**config.mk**
```make
export PLATFORM = sky130hd
export DESIGN_NAME = axis_pkt_framer
export DESIGN_NICKNAME = d
export VERILOG_FILES = /design/src/rtl/axis_framer_pkg.sv /design/src/rtl/axis_out_reg.sv /design/src/rtl/axis_pkt_framer.sv
export SDC_FILE = /design/constraint.sdc
export NUM_CORES = 1
export LEC_CHECK = 0
export ABC_CLOCK_PERIOD_IN_PS = 3000
export CAP_MARGIN = 20
export CORE_UTILIZATION = 35
export DETAILED_ROUTE_END_ITERATION = 6
export PLACE_DENSITY_LB_ADDON = 0.05
export SETUP_SLACK_MARGIN = 0.5
export SYNTH_ARGS = -nofsm -noshare
export SYNTH_HDL_FRONTEND = slang
export SYNTH_HIERARCHICAL = 1
export SYNTH_SLANG_ARGS = --single-unit
```
**constraint.sdc**
```tcl
create_clock -name aclk -period 3 [get_ports aclk]
set_input_delay 0.45 -clock aclk [delete_from_list [all_inputs] [get_ports aclk]]
set_output_delay 0.45 -clock aclk [all_outputs]
set_load 0.01 [all_outputs]
```
**src/rtl/axis_framer_pkg.sv**
```systemverilog
// axis_framer_pkg: sizing and packet-length helpers shared by the framer files.
package axis_framer_pkg;

    function automatic int len_bits(input int max_len);
        return $clog2(max_len) + 1;
    endfunction

    // A zero length still produces one-beat packets; oversize lengths saturate.
    function automatic int clamp_len(input int len, input int max_len);
        return (len == 0) ? 1 : (len > max_len) ? max_len : len;
    endfunction

endpackage

```
**src/rtl/axis_out_reg.sv**
```systemverilog
// axis_out_reg: single-entry AXI-Stream output register with load and stall.
module axis_out_reg #(
    parameter int W = 8
) (
    input  logic         aclk,
    input  logic         resetn,
    input  logic         load,
    input  logic [W-1:0] data_in,
    input  logic         last_in,
    input  logic         ready,
    output logic         valid,
    output logic [W-1:0] data,
    output logic         last
);

    always_ff @(posedge aclk) begin
        if (!resetn) begin
            valid <= 1'b0;
            data  <= '0;
            last  <= 1'b0;
        end else if (load) begin
            valid <= 1'b1;
            data  <= data_in;
            last  <= last_in;
        end else if (ready) begin
            valid <= 1'b0;
        end
    end

endmodule

```
**src/rtl/axis_pkt_framer.sv**
```systemverilog
// axis_pkt_framer: AXI-Stream framer closing packets by length, upstream tlast or idle timeout.
module axis_pkt_framer
    import axis_framer_pkg::*;
#(
    parameter int TDATA_WIDTH    = 8,
    parameter int MAX_PKT_LENGTH = 256,
    parameter int TIMEOUT_WIDTH  = 16,
    parameter int LEN_W          = len_bits(MAX_PKT_LENGTH)
) (
    input  logic                     aclk,
    input  logic                     resetn,
    input  logic [LEN_W-1:0]         pkt_length,
    input  logic [TIMEOUT_WIDTH-1:0] idle_timeout,
    input  logic                     s_axis_tvalid,
    output logic                     s_axis_tready,
    input  logic [TDATA_WIDTH-1:0]   s_axis_tdata,
    input  logic                     s_axis_tlast,
    output logic                     m_axis_tvalid,
    input  logic                     m_axis_tready,
    output logic [TDATA_WIDTH-1:0]   m_axis_tdata,
    output logic                     m_axis_tlast,
    output logic [LEN_W-1:0]         o_cnt,
    output logic [31:0]              o_pkt_count,
    output logic                     o_flush
);

    logic                     pend_valid;
    logic                     pend_final;
    logic [TDATA_WIDTH-1:0]   pend_data;
    logic [LEN_W-1:0]         cnt;
    logic [LEN_W-1:0]         len_q;
    logic [LEN_W-1:0]         len_in;
    logic [LEN_W-1:0]         len_eff;
    logic [LEN_W:0]           cnt_nxt;
    logic [TIMEOUT_WIDTH-1:0] idle_cnt;
    logic [TIMEOUT_WIDTH-1:0] idle_lim;
    logic                     out_space;
    logic                     acc;
    logic                     final_in;
    logic                     timeout_hit;
    logic                     move;

    assign out_space     = ~m_axis_tvalid | m_axis_tready;
    assign s_axis_tready = ~pend_valid | out_space;
    assign acc           = s_axis_tvalid & s_axis_tready;
    assign len_in        = LEN_W'(clamp_len(int'(pkt_length), MAX_PKT_LENGTH));
    assign len_eff       = (cnt == '0) ? len_in : len_q;
    assign cnt_nxt       = {1'b0, cnt} + {{LEN_W{1'b0}}, 1'b1};
    assign final_in      = s_axis_tlast | (cnt_nxt >= {1'b0, len_eff});
    assign idle_lim      = idle_timeout - {{(TIMEOUT_WIDTH-1){1'b0}}, 1'b1};
    assign o_cnt         = cnt;

    // An accept always outranks the timeout, so a beat is never flushed once a successor arrives.
    assign timeout_hit = pend_valid & ~pend_final & (idle_timeout != '0) &
                         (idle_cnt == idle_lim) & ~acc & out_space;
    assign move        = pend_valid & out_space & (pend_final | acc | timeout_hit);

    axis_out_reg #(.W(TDATA_WIDTH)) u_out (
        .aclk    (aclk),
        .resetn  (resetn),
        .load    (move),
        .data_in (pend_data),
        .last_in (pend_final | timeout_hit),
        .ready   (m_axis_tready),
        .valid   (m_axis_tvalid),
        .data    (m_axis_tdata),
        .last    (m_axis_tlast)
    );

    always_ff @(posedge aclk) begin
        if (!resetn) begin
            pend_valid  <= 1'b0;
            pend_final  <= 1'b0;
            pend_data   <= '0;
            cnt         <= '0;
            len_q       <= '0;
            idle_cnt    <= '0;
            o_pkt_count <= '0;
            o_flush     <= 1'b0;
        end else begin
            if (acc) begin
                pend_valid <= 1'b1;
                pend_final <= final_in;
                pend_data  <= s_axis_tdata;
            end else if (move) begin
                pend_valid <= 1'b0;
            end
            if (acc && cnt == '0)
                len_q <= len_in;
            if (acc)
                cnt <= final_in ? '0 : cnt_nxt[LEN_W-1:0];
            else if (timeout_hit)
                cnt <= '0;
            // Saturating at the limit keeps a blocked flush armed until the output frees up.
            if (acc | ~pend_valid | timeout_hit)
                idle_cnt <= '0;
            else if (~pend_final && idle_cnt != idle_lim)
                idle_cnt <= idle_cnt + {{(TIMEOUT_WIDTH-1){1'b0}}, 1'b1};
            o_flush <= timeout_hit;
            if (m_axis_tvalid & m_axis_tready & m_axis_tlast)
                o_pkt_count <= o_pkt_count + 32'd1;
        end
    end

endmodule

```
==> metrics.yaml <==
synth_area_leaders: "dfxtp_1 36%, nand2_1 5.6%, xnor2_1 5.5%, nor2_1 5.1%, a21oi_1 5.0%"
yosysUniqueCellTypes: 60
yosysTopAreaCellShare_pct: 36.3
final_common_cell: "dfxtp_1"
wl_per_cell_microns: 14.7
port_buffers: 90
avgSynthCellArea_sq_um: 8.23
fillers: 1252
grt_overflow_total: 0
utilization_pct: 53.8
numCtsBuffers: 9
setup_viol: 0
finalCriticalPeriod_ps: 2970
clk_latency_ps: 340
h-tree-depth: 3
cts_sinks: 87
grt_max_degree: 21
area_growth_syn_to_layout_pct: 49.0
p_clk_share_pct: 42.1
final_nets: 784
whs_endpoint: "len_q[3]"
vias: 4679
pwr-share-comb_pct: 13.6
drt_wl_total_microns: 13400
clk_pin_slew_ps: 60
route.detailed.drc: 0
drive_gt1_share_pct: 24.2
dr.pass1.iters: 4
critPathRequiredTime_ps: 3280
async_flop_share_pct: 0
core_sq_um: 13300
dpl.hpwl_microns: 9400
startpoint_type: "input port"
place.gp.congestion: 0.815
synthCells: 583
antenna_found_initial: 0
clock_path_buffers: 2
detail-route-antenna-nets: 0
p_leak_nw: 2.56
path_max_fanout: 11
post-route-period-util_pct: 99.0
max_freq_mhz: 337
ir_drop_mv: 0.234
setup-tns-final_ps: 0
fin_skew_ps: 11.1
num_antenna_cells: 0
fp-row-count: 42
holdBufCountCts: 0
p_int_w: 0.00201
tightest_slew_ps: 609
synth-edff-count: 0
cp.arrival_ps: 3250
fp.dieW_microns: 119
die_h_microns: 119
maxCapViolations: 0
reg2reg_slack_ps: 320
yosys.area.top_type: "dfxtp_1"
worst_hold_path_type: "reg -> reg"
first_global_vias: 4456
status: "finished, final reports clean"
power.switching_w: 0.000671
ys_ff_latch: 87
start_util_pct: 36.1
yosys_warnings: 6
timing.rr.end: "o_cnt[8]"
io_pins: 91
r2r_start: "o_cnt[1]"
holdPathStages: 2
grt_usage_pct: 19.1
crit_path_end_kind: "register"
crit_type: "in -> reg"
grt_pass1_wl_microns: 21700
synth-seq-area-share_pct: 36.3
report.final.slew_viol_count: 0
hold_viol: 0
rsz0062_at_grt: "yes"
dr.first_iter.drc_count: 166
syn-num-nets: 635
die_area_sq_um: 14200
seqPwrFrac_pct: 44.3
maxSlewHeadroom_pct: 59.1
synthesis.area_sq_um: 4800
power.density_nw_per_um2: 375
hold_path.startpoint: "len_q[3]"
root_buffer: "clkbuf_16"
vias_per_cell: 5.12
rr_worst_depth: 14
layout_common_cells: "82 x dfxtp_1, 79 x clkdlybuf4s50_1, 71 x nand2_1, 59 x nor2_1, 57 x buf_4"
cts_tree: "yes"
switching_share_pct: 25.0
synth_flop_cell: "dfxtp_1"
==> synth_stat cells, types with 2 or more instances <==
| cell | number |
|---|---|
| dfxtp_1 | 87 |
| nand2_1 | 72 |
| nor2_1 | 65 |
| a21oi_1 | 48 |
| xnor2_1 | 30 |
| xor2_1 | 24 |
| nor2b_1 | 23 |
| nand3_1 | 21 |
| nand4_1 | 20 |
| mux2i_1 | 19 |
| ha_1 | 14 |
| clkbuf_1 | 13 |
| inv_1 | 13 |
| o21ai_0 | 10 |
| and2_1 | 8 |
| nor3_1 | 8 |
| and3_1 | 7 |
| nand2b_1 | 7 |
| nor4_1 | 7 |
| or3_1 | 7 |
| o31ai_1 | 6 |
| or2_2 | 6 |
| a211oi_1 | 5 |
| and4_1 | 5 |
| or4_1 | 5 |
| buf_6 | 4 |
| nor3b_1 | 4 |
| o211ai_1 | 3 |
| a2111oi_2 | 2 |
| a21o_1 | 2 |
| a21oi_2 | 2 |
| a22oi_1 | 2 |
| a31o_2 | 2 |
| and3b_1 | 2 |
| buf_1 | 2 |
| nand3b_1 | 2 |
| nor4b_1 | 2 |
| o31a_1 | 2 |
==> flip-flops by register name, indices dropped and copies added (netlist names) <==
name and count:
len_q 9, idle_cnt 16, pend_final 1, pend_data 8, u_out/last 1, u_out/data 8
o_flush 1, pend_valid 1, o_pkt_count 32, u_out/valid 1, o_cnt 9
==> per-stage QoR <==
stage	hold slack, ps	cell area (sq um)	power, W	std cells	worst slack [ps]
3_3_place_gp	443	6310	0.00152	879	-748
3_5_place_dp	448	6310	0.00153	879	-785
2_1_floorplan	436	4880	0.00136	583	-84.7
6_report	455	7150	0.00268	913	29.3
5_1_grt	469	7150	0.00279	913	-66.5
4_1_cts	457	6920	0.00270	908	-39.3
==> what timing repair did <==
action / 4_1_cts / 5_1_grt
endpoints found under the setup margin: 38 / 44
pin swaps: 22 / 15
gates cloned: 3 / 1
resized for setup: 69 / 47
setup buffers: 10 / 4
==> area by class of cell <==
type,count,area [sq um],area share [%]
well taps,176,220,3.08
clock buffers,9,225,3.15
flip-flops and latches,87,1750,24.5
inverters,13,71.3,0.998
multi-input cells,463,3270,45.7
clock inverters,7,71.3,0.998
repair buffers,158,1540,21.6
==> layer usage <==
layer / GRT usage (%) / vias up / routed length (microns)
met5: 0 / - / 0
met4: 6.41 / 0 / 199
met3: 3.64 / 15 / 632
met2: 30.8 / 98 / 6150
met1: 25.4 / 2212 / 6420
li1: - / 2354 / -
==> critical path: stages <==
cell and delay (ps):
buf_12 110, inv_12 40, ha_4 110, or4b_4 460, buf_4 160, buf_6 110
or3_4 320, nand3_2 70, nand3_2 90, and4bb_1 230, buf_4 140, buf_8 140
and2_4 160, or4_1 500, a21oi_2 140
==> logic make-up after synthesis <==
| group | after synthesis | synth area share, % |
|---|---|---|
| mux | 20 | 4.20 |
| compound gates | 93 | 12.2 |
| flops | 87 | 36.3 |
| simple gates | 281 | 30.4 |
| xor+xnor | 54 | 9.86 |
| fa+ha+maj | 14 | 3.65 |
| buf+inv | 34 | 3.39 |
==> worst max-delay path by stage <==
stage	to	slack, ps	depth (start not counted)	startpoint
5_1_grt	idle_cnt[6]	-70	15	idle_timeout[1]
3_5_place_dp	u_out/data[5]	-790	13	idle_timeout[1]
4_1_cts	u_out/data[1]	-40	13	idle_timeout[0]
6_report	idle_cnt[6]	30	15	idle_timeout[1]
2_1_floorplan	u_out/data[0]	-80	13	idle_timeout[1]
3_3_place_gp	u_out/data[4]	-750	13	idle_timeout[1]
==> power groups by stage <==
stage | logic [W] | registers [W] | clock network, W
final | 0.000364 | 0.00119 | 0.00113
after global routing | 0.000397 | 0.00119 | 0.00121
after CTS | 0.000347 | 0.00119 | 0.00117
after detailed placement | 0.000309 | 0.00122 | 0
after global placement | 0.000303 | 0.00122 | 0
after floorplan | 0.000152 | 0.00121 | 0
Note: power is estimated with default switching activity, not from simulation.
